File: config.mk
export PLATFORM = sky130hd
export DESIGN_NAME = nn_load_sequencer
export DESIGN_NICKNAME = d
export VERILOG_FILES = /design/src/rtl/nn_pkg.sv /design/src/rtl/nn_result_buf.sv /design/src/rtl/nn_load_sequencer.sv
export SDC_FILE = /design/constraint.sdc
export NUM_CORES = 1
export LEC_CHECK = 0
export CORE_UTILIZATION = 45
export DETAILED_ROUTE_END_ITERATION = 10
export PLACE_DENSITY = 0.82
export SLEW_MARGIN = 0
export SYNTH_ARGS = -nofsm -noshare
export SYNTH_HDL_FRONTEND = slang
export SYNTH_HIERARCHICAL = 1
export SYNTH_SLANG_ARGS = --single-unit
File: constraint.sdc
create_clock -name clk -period 2.23 [get_ports clk]
set_input_delay 0.446 -clock clk [delete_from_list [all_inputs] [get_ports clk]]
set_output_delay 0.446 -clock clk [all_outputs]
set_load 0.005 [all_outputs]
File: src/rtl/nn_pkg.sv
// Shared definitions for the perceptron load sequencer: stream widths, layer shape,
// parameter sub-index layout within a neuron, and the sequencer state encoding.
package nn_pkg;

    localparam int DATA_W    = 8;
    localparam int N_NEURONS = 4;
    localparam int N_INPUTS  = 4;
    localparam int CNT_W     = 5;
    localparam int IDX_W     = 2;

    // Byte order of one neuron's parameter block; index = neuron*PRM_PER_NRN + k.
    typedef enum logic [2:0] {
        K_W0 = 3'd0,
        K_W1 = 3'd1,
        K_W2 = 3'd2,
        K_W3 = 3'd3,
        K_B  = 3'd4,
        K_TH = 3'd5
    } prm_k_e;

    localparam int PRM_PER_NRN = int'(K_TH) + 1;
    localparam int N_PRM       = N_NEURONS * PRM_PER_NRN;

    typedef enum logic [2:0] {
        ST_IDLE     = 3'd0,
        ST_LOAD_PRM = 3'd1,
        ST_LOAD_INP = 3'd2,
        ST_EVAL     = 3'd3,
        ST_EMIT     = 3'd4
    } state_e;

endpackage

File: src/rtl/nn_result_buf.sv
// Snapshot of the four neuron outputs plus the read index used while results
// are emitted; later changes on nrn_in are invisible until the next snap.
module nn_result_buf
    import nn_pkg::*;
(
    input  logic                        clk,
    input  logic                        rst_n,
    input  logic                        snap,
    input  logic                        clr,
    input  logic                        adv,
    input  logic [N_NEURONS*DATA_W-1:0] nrn_in,
    output logic [DATA_W-1:0]           rd_data,
    output logic [IDX_W-1:0]            rd_idx
);

    localparam logic [IDX_W-1:0] IDX_LAST = IDX_W'(N_NEURONS - 1);

    logic [DATA_W-1:0] res_buf_q [N_NEURONS];
    logic [DATA_W-1:0] res_buf_d [N_NEURONS];
    logic [IDX_W-1:0]  idx_q;
    logic [IDX_W-1:0]  idx_d;

    always_comb begin
        res_buf_d = res_buf_q;
        idx_d     = idx_q;
        if (snap) begin
            for (int i = 0; i < N_NEURONS; i++) begin
                res_buf_d[i] = nrn_in[i*DATA_W +: DATA_W];
            end
        end
        if (clr) begin
            idx_d = '0;
        end else if (adv) begin
            idx_d = (idx_q == IDX_LAST) ? '0 : idx_q + 1'b1;
        end
    end

    always_ff @(posedge clk or negedge rst_n) begin
        if (!rst_n) begin
            for (int i = 0; i < N_NEURONS; i++) begin
                res_buf_q[i] <= '0;
            end
            idx_q <= '0;
        end else begin
            res_buf_q <= res_buf_d;
            idx_q     <= idx_d;
        end
    end

    assign rd_data = res_buf_q[idx_q];
    assign rd_idx  = idx_q;

endmodule

File: src/rtl/nn_load_sequencer.sv
// Steers one valid/ready byte stream into the parameter bank and the input
// registers, waits for the layer to settle, then emits the four neuron results.
module nn_load_sequencer
    import nn_pkg::*;
#(
    parameter int EVAL_CYCLES = 2
) (
    input  logic        clk,
    input  logic        rst_n,
    input  logic        load_req,
    input  logic [7:0]  in_data,
    input  logic        in_valid,
    output logic        in_ready,
    output logic        prm_we,
    output logic [4:0]  prm_addr,
    output logic [7:0]  prm_wdata,
    output logic        inp_we,
    output logic [1:0]  inp_addr,
    output logic [7:0]  inp_wdata,
    input  logic [31:0] nrn_out,
    output logic [7:0]  res_data,
    output logic [1:0]  res_idx,
    output logic        res_valid,
    input  logic        res_ready,
    output logic        params_loaded,
    output logic [2:0]  state_o
);

    localparam int EV_W = 2;
    localparam logic [CNT_W-1:0] PRM_LAST = CNT_W'(N_PRM - 1);
    localparam logic [CNT_W-1:0] INP_LAST = CNT_W'(N_INPUTS - 1);
    localparam logic [EV_W-1:0]  EV_INIT  = EV_W'(EVAL_CYCLES);
    localparam logic [IDX_W-1:0] IDX_LAST = IDX_W'(N_NEURONS - 1);

    state_e            state_q, state_d;
    logic [CNT_W-1:0]  cnt_q, cnt_d;
    logic [EV_W-1:0]   ev_q, ev_d;
    logic              params_loaded_q, params_loaded_d;
    logic              prm_we_q, prm_we_d;
    logic [4:0]        prm_addr_q, prm_addr_d;
    logic [7:0]        prm_wdata_q, prm_wdata_d;
    logic              inp_we_q, inp_we_d;
    logic [1:0]        inp_addr_q, inp_addr_d;
    logic [7:0]        inp_wdata_q, inp_wdata_d;
    logic              accept;
    logic              res_hs;
    logic              snap;

    assign in_ready  = ((state_q == ST_LOAD_PRM) || (state_q == ST_LOAD_INP)) && !load_req;
    assign accept    = in_valid && in_ready;
    assign res_valid = (state_q == ST_EMIT);
    assign res_hs    = res_valid && res_ready;

    always_comb begin
        state_d         = state_q;
        cnt_d           = cnt_q;
        ev_d            = ev_q;
        params_loaded_d = params_loaded_q;
        prm_we_d        = 1'b0;
        prm_addr_d      = prm_addr_q;
        prm_wdata_d     = prm_wdata_q;
        inp_we_d        = 1'b0;
        inp_addr_d      = inp_addr_q;
        inp_wdata_d     = inp_wdata_q;
        snap            = 1'b0;
        if (load_req) begin
            state_d         = ST_LOAD_PRM;
            cnt_d           = '0;
            ev_d            = '0;
            params_loaded_d = 1'b0;
        end else begin
            case (state_q)
                ST_LOAD_PRM: begin
                    if (accept) begin
                        prm_we_d    = 1'b1;
                        prm_addr_d  = cnt_q;
                        prm_wdata_d = in_data;
                        if (cnt_q == PRM_LAST) begin
                            params_loaded_d = 1'b1;
                            cnt_d           = '0;
                            state_d         = ST_LOAD_INP;
                        end else begin
                            cnt_d = cnt_q + 1'b1;
                        end
                    end
                end
                ST_LOAD_INP: begin
                    if (accept) begin
                        inp_we_d    = 1'b1;
                        inp_addr_d  = cnt_q[1:0];
                        inp_wdata_d = in_data;
                        if (cnt_q == INP_LAST) begin
                            cnt_d   = '0;
                            ev_d    = EV_INIT;
                            state_d = ST_EVAL;
                        end else begin
                            cnt_d = cnt_q + 1'b1;
                        end
                    end
                end
                ST_EVAL: begin
                    // Settle time is counted from the cycle the last input write lands.
                    if (!inp_we_q) begin
                        if (ev_q == EV_W'(1)) begin
                            snap    = 1'b1;
                            ev_d    = '0;
                            state_d = ST_EMIT;
                        end else begin
                            ev_d = ev_q - 1'b1;
                        end
                    end
                end
                ST_EMIT: begin
                    if (res_hs && (res_idx == IDX_LAST)) begin
                        state_d = ST_LOAD_INP;
                    end
                end
                default: state_d = state_q;
            endcase
        end
    end

    always_ff @(posedge clk or negedge rst_n) begin
        if (!rst_n) begin
            state_q         <= ST_IDLE;
            cnt_q           <= '0;
            ev_q            <= '0;
            params_loaded_q <= 1'b0;
            prm_we_q        <= 1'b0;
            prm_addr_q      <= '0;
            prm_wdata_q     <= '0;
            inp_we_q        <= 1'b0;
            inp_addr_q      <= '0;
            inp_wdata_q     <= '0;
        end else begin
            state_q         <= state_d;
            cnt_q           <= cnt_d;
            ev_q            <= ev_d;
            params_loaded_q <= params_loaded_d;
            prm_we_q        <= prm_we_d;
            prm_addr_q      <= prm_addr_d;
            prm_wdata_q     <= prm_wdata_d;
            inp_we_q        <= inp_we_d;
            inp_addr_q      <= inp_addr_d;
            inp_wdata_q     <= inp_wdata_d;
        end
    end

    nn_result_buf u_result_buf (
        .clk     (clk),
        .rst_n   (rst_n),
        .snap    (snap),
        .clr     (load_req),
        .adv     (res_hs),
        .nrn_in  (nrn_out),
        .rd_data (res_data),
        .rd_idx  (res_idx)
    );

    assign prm_we        = prm_we_q;
    assign prm_addr      = prm_addr_q;
    assign prm_wdata     = prm_wdata_q;
    assign inp_we        = inp_we_q;
    assign inp_addr      = inp_addr_q;
    assign inp_wdata     = inp_wdata_q;
    assign params_loaded = params_loaded_q;
    assign state_o       = state_q;

endmodule

=== Word level (Yosys, flattened, before mapping) ===
Cells that the tools add are included.
Widths: inputs -> output; s select.

* Register bits after elaboration: 70
* Bits in latches: 0
* Memory bits (writable): 0
* Bits in read-only memories: 0
* Bits of input ports: 45
* Output and inout port bits: 41
* Word-level logic and storage cells: 95
* Memories kept: 0

* $add $sub $neg: 3
* $mul: 0
* Divide/modulo/power cells: 0
* $lt $le $gt $ge: 1
* Equality and inequality tests: 15
* Shift-type cells: 0
* Muxes and demuxes: 40
* Bitwise logic cells: 2
* Reduce and logical (&&, ||, !) cells: 19

{| class="wikitable"
|+ Operators by type and width
! kind !! count
|-
| $mux 5 || 5
|-
| $mux 3 || 8
|-
| $bmux 8 s2 || 1
|-
| $mux 2 || 8
|-
| $mux 8 || 2
|-
| $mux 1 || 13
|-
| $ne 3x3->1 const B || 4
|-
| $pmux 3 s4 || 1
|-
| $reduce_and 3->1 || 4
|-
| $pmux 5 s2 || 1
|-
| $ne 3x2->1 const B || 3
|-
| $reduce_and 8->1 || 1
|-
| $reduce_bool 2->1 || 4
|-
| $eq 3x2->1 const B || 2
|-
| $reduce_bool 3->1 || 2
|-
| $add 5x1->5 const B || 1
|-
| $eq 5x2->1 const B || 1
|-
| $eq 5x5->1 const B || 1
|-
| $reduce_bool 5->1 || 1
|-
| $logic_and 1x1->1 || 4
|-
| $pmux 2 s2 || 1
|-
| $reduce_and 4->1 || 1
|-
| $eq 3x1->1 const B || 1
|-
| $eq 3x3->1 const B || 1
|-
| other kinds (9) || 9
|}

=== Logic depth before layout (Yosys ltp) ===
* Depth in word-level cells: 7
* Gate-level depth with buffers: 7
* Gate-level depth less buffers: 5

=== By module ===
The synthesis kept the hierarchy.

{| class="wikitable"
|+ By module, submodules not included
! module !! instances !! cells an instance !! area an instance (um2)
|-
| nn_load_sequencer || 1 || 157 || 1689.1
|-
| nn_result_buf || 1 || 85 || 1485.2
|}

=== Least setup slack after synthesis ===
OpenSTA, ideal clock, no wires.

* Path kind: flip-flop to flip-flop
* Start point: reg cnt_q[0]
* End point: reg state_q[1] (netlist: state_o[1])
* Arrival: 1.710 ns
* Data required time: 2.105 ns
* Path slack: 0.395 ns
* Cell stages (with the launch flop): 6
* Buffers on the path: 0
* Period minus slack after synthesis: 1.835 ns
* Cell sequence: dfrtp_1 ha_1 nor4b_4 a2111oi_4 nor4_4 mux2_4

* Longest elaborated chain between the ends: 3

{| class="wikitable"
|+ RTL lines
! item !! line !! source
|-
| start: declaration || nn_load_sequencer.sv:36 || <nowiki>logic [CNT_W-1:0] cnt_q, cnt_d;</nowiki>
|-
| start signal: assignment || nn_load_sequencer.sv:137 || <nowiki>cnt_q <= cnt_d;</nowiki>
|-
| $eq 5x2->1 / $eq 5x5->1 (equally long branches) || nn_load_sequencer.sv:92, nn_load_sequencer.sv:78 ||
|-
| $ne 3x2->1 (no line) || - ||
|-
| $reduce_and 8->1 (no line) (*) || - ||
|-
| end signal: assignment || nn_load_sequencer.sv:136 || <nowiki>state_q <= state_d;</nowiki>
|-
| end: declaration || nn_load_sequencer.sv:35 || <nowiki>state_e state_q, state_d;</nowiki>
|}

Mark *: on every way between the ends. The rest lies on a longest branch, timed or not.
A chain may end at the register's enable or synchronous reset.

=== Worst setup path in the final report ===
* Start point: reg state_q[0] (netlist: state_o[0])
* End point: out in_ready

* Longest elaborated chain between the ends: 3

{| class="wikitable"
|+ RTL lines
! item !! line !! source
|-
| $eq 3x1->1 / $eq 3x2->1 (equally long branches) || nn_load_sequencer.sv:49 || <nowiki>assign in_ready = ((state_q == ST_LOAD_PRM) || (state_q == ST_LOAD_INP)) && !load_req;</nowiki>
|-
| $logic_or 1x1->1 (*) || nn_load_sequencer.sv:49 ||
|-
| $logic_and 1x1->1 (*) || nn_load_sequencer.sv:49 ||
|-
| end: declaration || nn_load_sequencer.sv:13 || <nowiki>output logic in_ready,</nowiki>
|}

Marked as above.

==> qor.txt <==
routed vias/inst: 5.05
measured slew at the worst slew-check pin: 0.662 ns
largest net degree at the start of global routing: 53
Max clock buf depth: 2
Leak: 0.00203 uW
fraction of layout instances using a drive strength above 1: 0.280
synthesized area per cell: 13.1 sq um
Iter 0 DRT Violations: 102
combinational power share: 0.368
Final Critical Period: 2.16 ns
GP Congestion: 0.837
sw frac: 0.281
internal power: 3610 uW
required time worst endpoint: 1.78 ns
CP Max Fanout: 2
Synth async-reset ratio: 1.00
most common flop cell mapped by yosys: dfrtp_1
Netlist cell types: 43
sequential power share: 0.409
number of synthesized flops with an enable pin: 0
P_sw: 1410 uW
slowest CP cell: clkdlybuf4s50_1
Num CTS Buffers: 9
H-Tree Depth: 3
Worst Skew: 0.00422 ns
area taken by multi-input logic gates: 0.00131 sq mm
Initial Util: 0.467
Synth area leaders: dfrtp_1 55%, mux2_2 14%, nand2_1 5.1%, mux4_2 5.0%, a2111oi_4 1.7%
Final Hold Slack: 0.0497 ns
power per cell area: 1120 mW/mm^2
worst path arrival time: 1.72 ns
antenna violations before repair: 0
via count: 2253
die area: 0.00739 sq mm
std cell rows: 30
CP Capture Type: output port
area share of the largest cell type after synthesis: 0.552
remaining antenna violation count: 0
worst path cell trace: xor2_1, nor3b_2, clkdlybuf4s50_1
clock-pin slew on the worst setup and hold paths: 0.07 ns
Final Hold Fails: 0
post-route insts no fill: 446
clock group share of total power: 0.222
DP HPWL: 4740 microns
root buf cell: clkbuf_8
Post-Syn Instances: 242
later-pin clock latency in the skew report: 0.34 ns
slowest stage delay, CP: 0.53 ns
FF+latch count, synth: 70
Max-slew headroom: 0.554
status: complete, no violations
Die Wd: 86.0 microns
Seq/Total Area, Yosys: 0.552
Reg area: 0.00176 sq mm
Chip Height: 86.0 microns
Fmax: 462 MHz
Syn Nets: 289
DRT Pass-1 Iters: 4
Inst Count DP: 425
DRC: 0
top cells by count, synth: 70 x dfrtp_1, 43 x nand2_1, 40 x mux2_2, 7 x mux4_2, 7 x o21ai_0
Tcrit/Tclk final: 0.970
Hold-fix buffers, CTS: 0
CTS tree: yes
critical path class: reg -> out
count leader, synth: dfrtp_1
io pins: 86
Hold Path Class: in -> async
# clock sinks: 70
GRT Total Usage: 0.197
layout net count: 392
area delta synth->final: 40.8%
global-route wire length before repair: 11100 microns
I/O Buffers: 85
Inserted Diodes: 0
Fillers: 505
Slew Viols, Final: 0
Max Cap Viol: 0
setup violators final: 0
Post-Syn Area: 0.00317 sq mm
final non-filler cell area: 0.00447 sq mm
maximum vdd ir drop: 0.622 mV
post-place instance area: 0.00421 sq mm
vias in the first global route: 2338
core area: 0.00679 sq mm
GRT overflow: 0
final wirelength: 6570 microns
dominant cell type by area after synthesis: dfrtp_1
RSZ-0062 raised after global routing: false
Startpoint Class: flop
Warnings, synthesis: 6
WL/cell: 14.7 microns
## kinds of logic (layout without fill, tap and decap cells)
logic type,after synthesis,in the layout,synth area share
simple gates,71,71,0.115
mux,54,54,0.222
flops,70,70,0.552
buf+inv,19,127,0.0351
compound gates,23,23,0.0599
fa+ha+maj,2,2,0.00788
xor+xnor,3,3,0.00828
## power by group through the flow
stage / sequential [uW] / combinational, uW / clock (uW)
floorplan: 2020 / 991 / 0
global placement: 2050 / 1810 / 0
detailed placement: 2080 / 1880 / 0
CTS: 2060 / 1840 / 1160
global route: 2120 / 2020 / 1210
finish: 2060 / 1850 / 1120
## per-stage QoR
stage                     setup slack [ns]  total power [uW]  setup TNS (ns)  utilization
after floorplan                      0.395              3010               0            -
after global placement              0.0161              3850               0        0.620
after detailed placement            0.0138              3960               0        0.620
after CTS                         -0.00537              5060        -0.00537        0.655
after global routing               0.00742              5360               0        0.658
final                               0.0674              5020               0        0.658
## path summary, 6_finish.rpt
path,start,to,slack (ns),cells past startpoint
max,state_o[0]$_DFFE_PN0P_,in_ready,0.07,3
min,rst_n,prm_addr[4]$_DFFE_PN0P_,0.05,1
max reg2reg,cnt_q[0]$_DFFE_PN0P_,state_o[1]$_DFFE_PN0P_,0.24,5
min reg2reg,prm_wdata[0]$_DFFE_PN0P_,prm_wdata[0]$_DFFE_PN0P_,0.48,2
max in group asynchronous,rst_n,u_result_buf/res_buf_q[16]$_DFFE_PN0P_,1.55,2
min in group clk,prm_wdata[0]$_DFFE_PN0P_,prm_wdata[0]$_DFFE_PN0P_,0.48,2
## layout make-up
class,instances,share of cell area
clock buffer,10,0.0308
multi-input combinational,153,0.294
timing repair buffer,104,0.231
inverter,7,0.00588
tap,96,0.0269
clock inverter,6,0.0190
sequential,70,0.393
## repair_timing
item / in CTS / in global routing
pin swaps: 0 / 1
endpoints found under the setup margin: 10 / 7
setup buffers: 3 / 2
endpoints found under the hold margin: 0 / 0
gates resized for setup: 12 / 6
## sequential cells by signal (all words and copies together), names as in the netlist
register                cells
u_result_buf/res_buf_q     32
inp_wdata                   8
prm_wdata                   8
cnt_q                       5
prm_addr                    5
state_o                     3
ev_q                        2
inp_addr                    2
u_result_buf/rd_idx         2
inp_we                      1
params_loaded               1
prm_we                      1
## cells in the final DEF, fill, tap and decap left out, types with 3 or more instances in the layout
cell             count
a21oi_1              4
a31oi_1              3
buf_12               4
buf_4               15
clkbuf_8            10
clkdlybuf4s15_1      3
clkdlybuf4s50_1     76
dfrtp_1             67
dfrtp_2              3
dlygate4sd2_1        3
inv_1                6
mux2_1               3
mux2_2              40
mux4_2               8
nand2_1             43
nand2b_1             3
nand3_1              4
nor2_1               6
nor2b_1              5
o21ai_0              7
## critical path: cells and delay by family, from the launching register on
| family | cells | cell delay, ns |
|---|---|---|
| buf+inv | 1 | 0.53 |
| flops | 1 | 0.39 |
| simple gates | 1 | 0.25 |
| xor+xnor | 1 | 0.21 |
## per-layer routing
metal  vias up  track usage  share of wire
li1       1054            -              -
met2        75        0.337           0.51
met3         8       0.0683          0.070
met4         0       0.0591          0.010
met5         -            0              0
met1      1116        0.233           0.41
No activity file was read; power rests on OpenSTA's default activity.
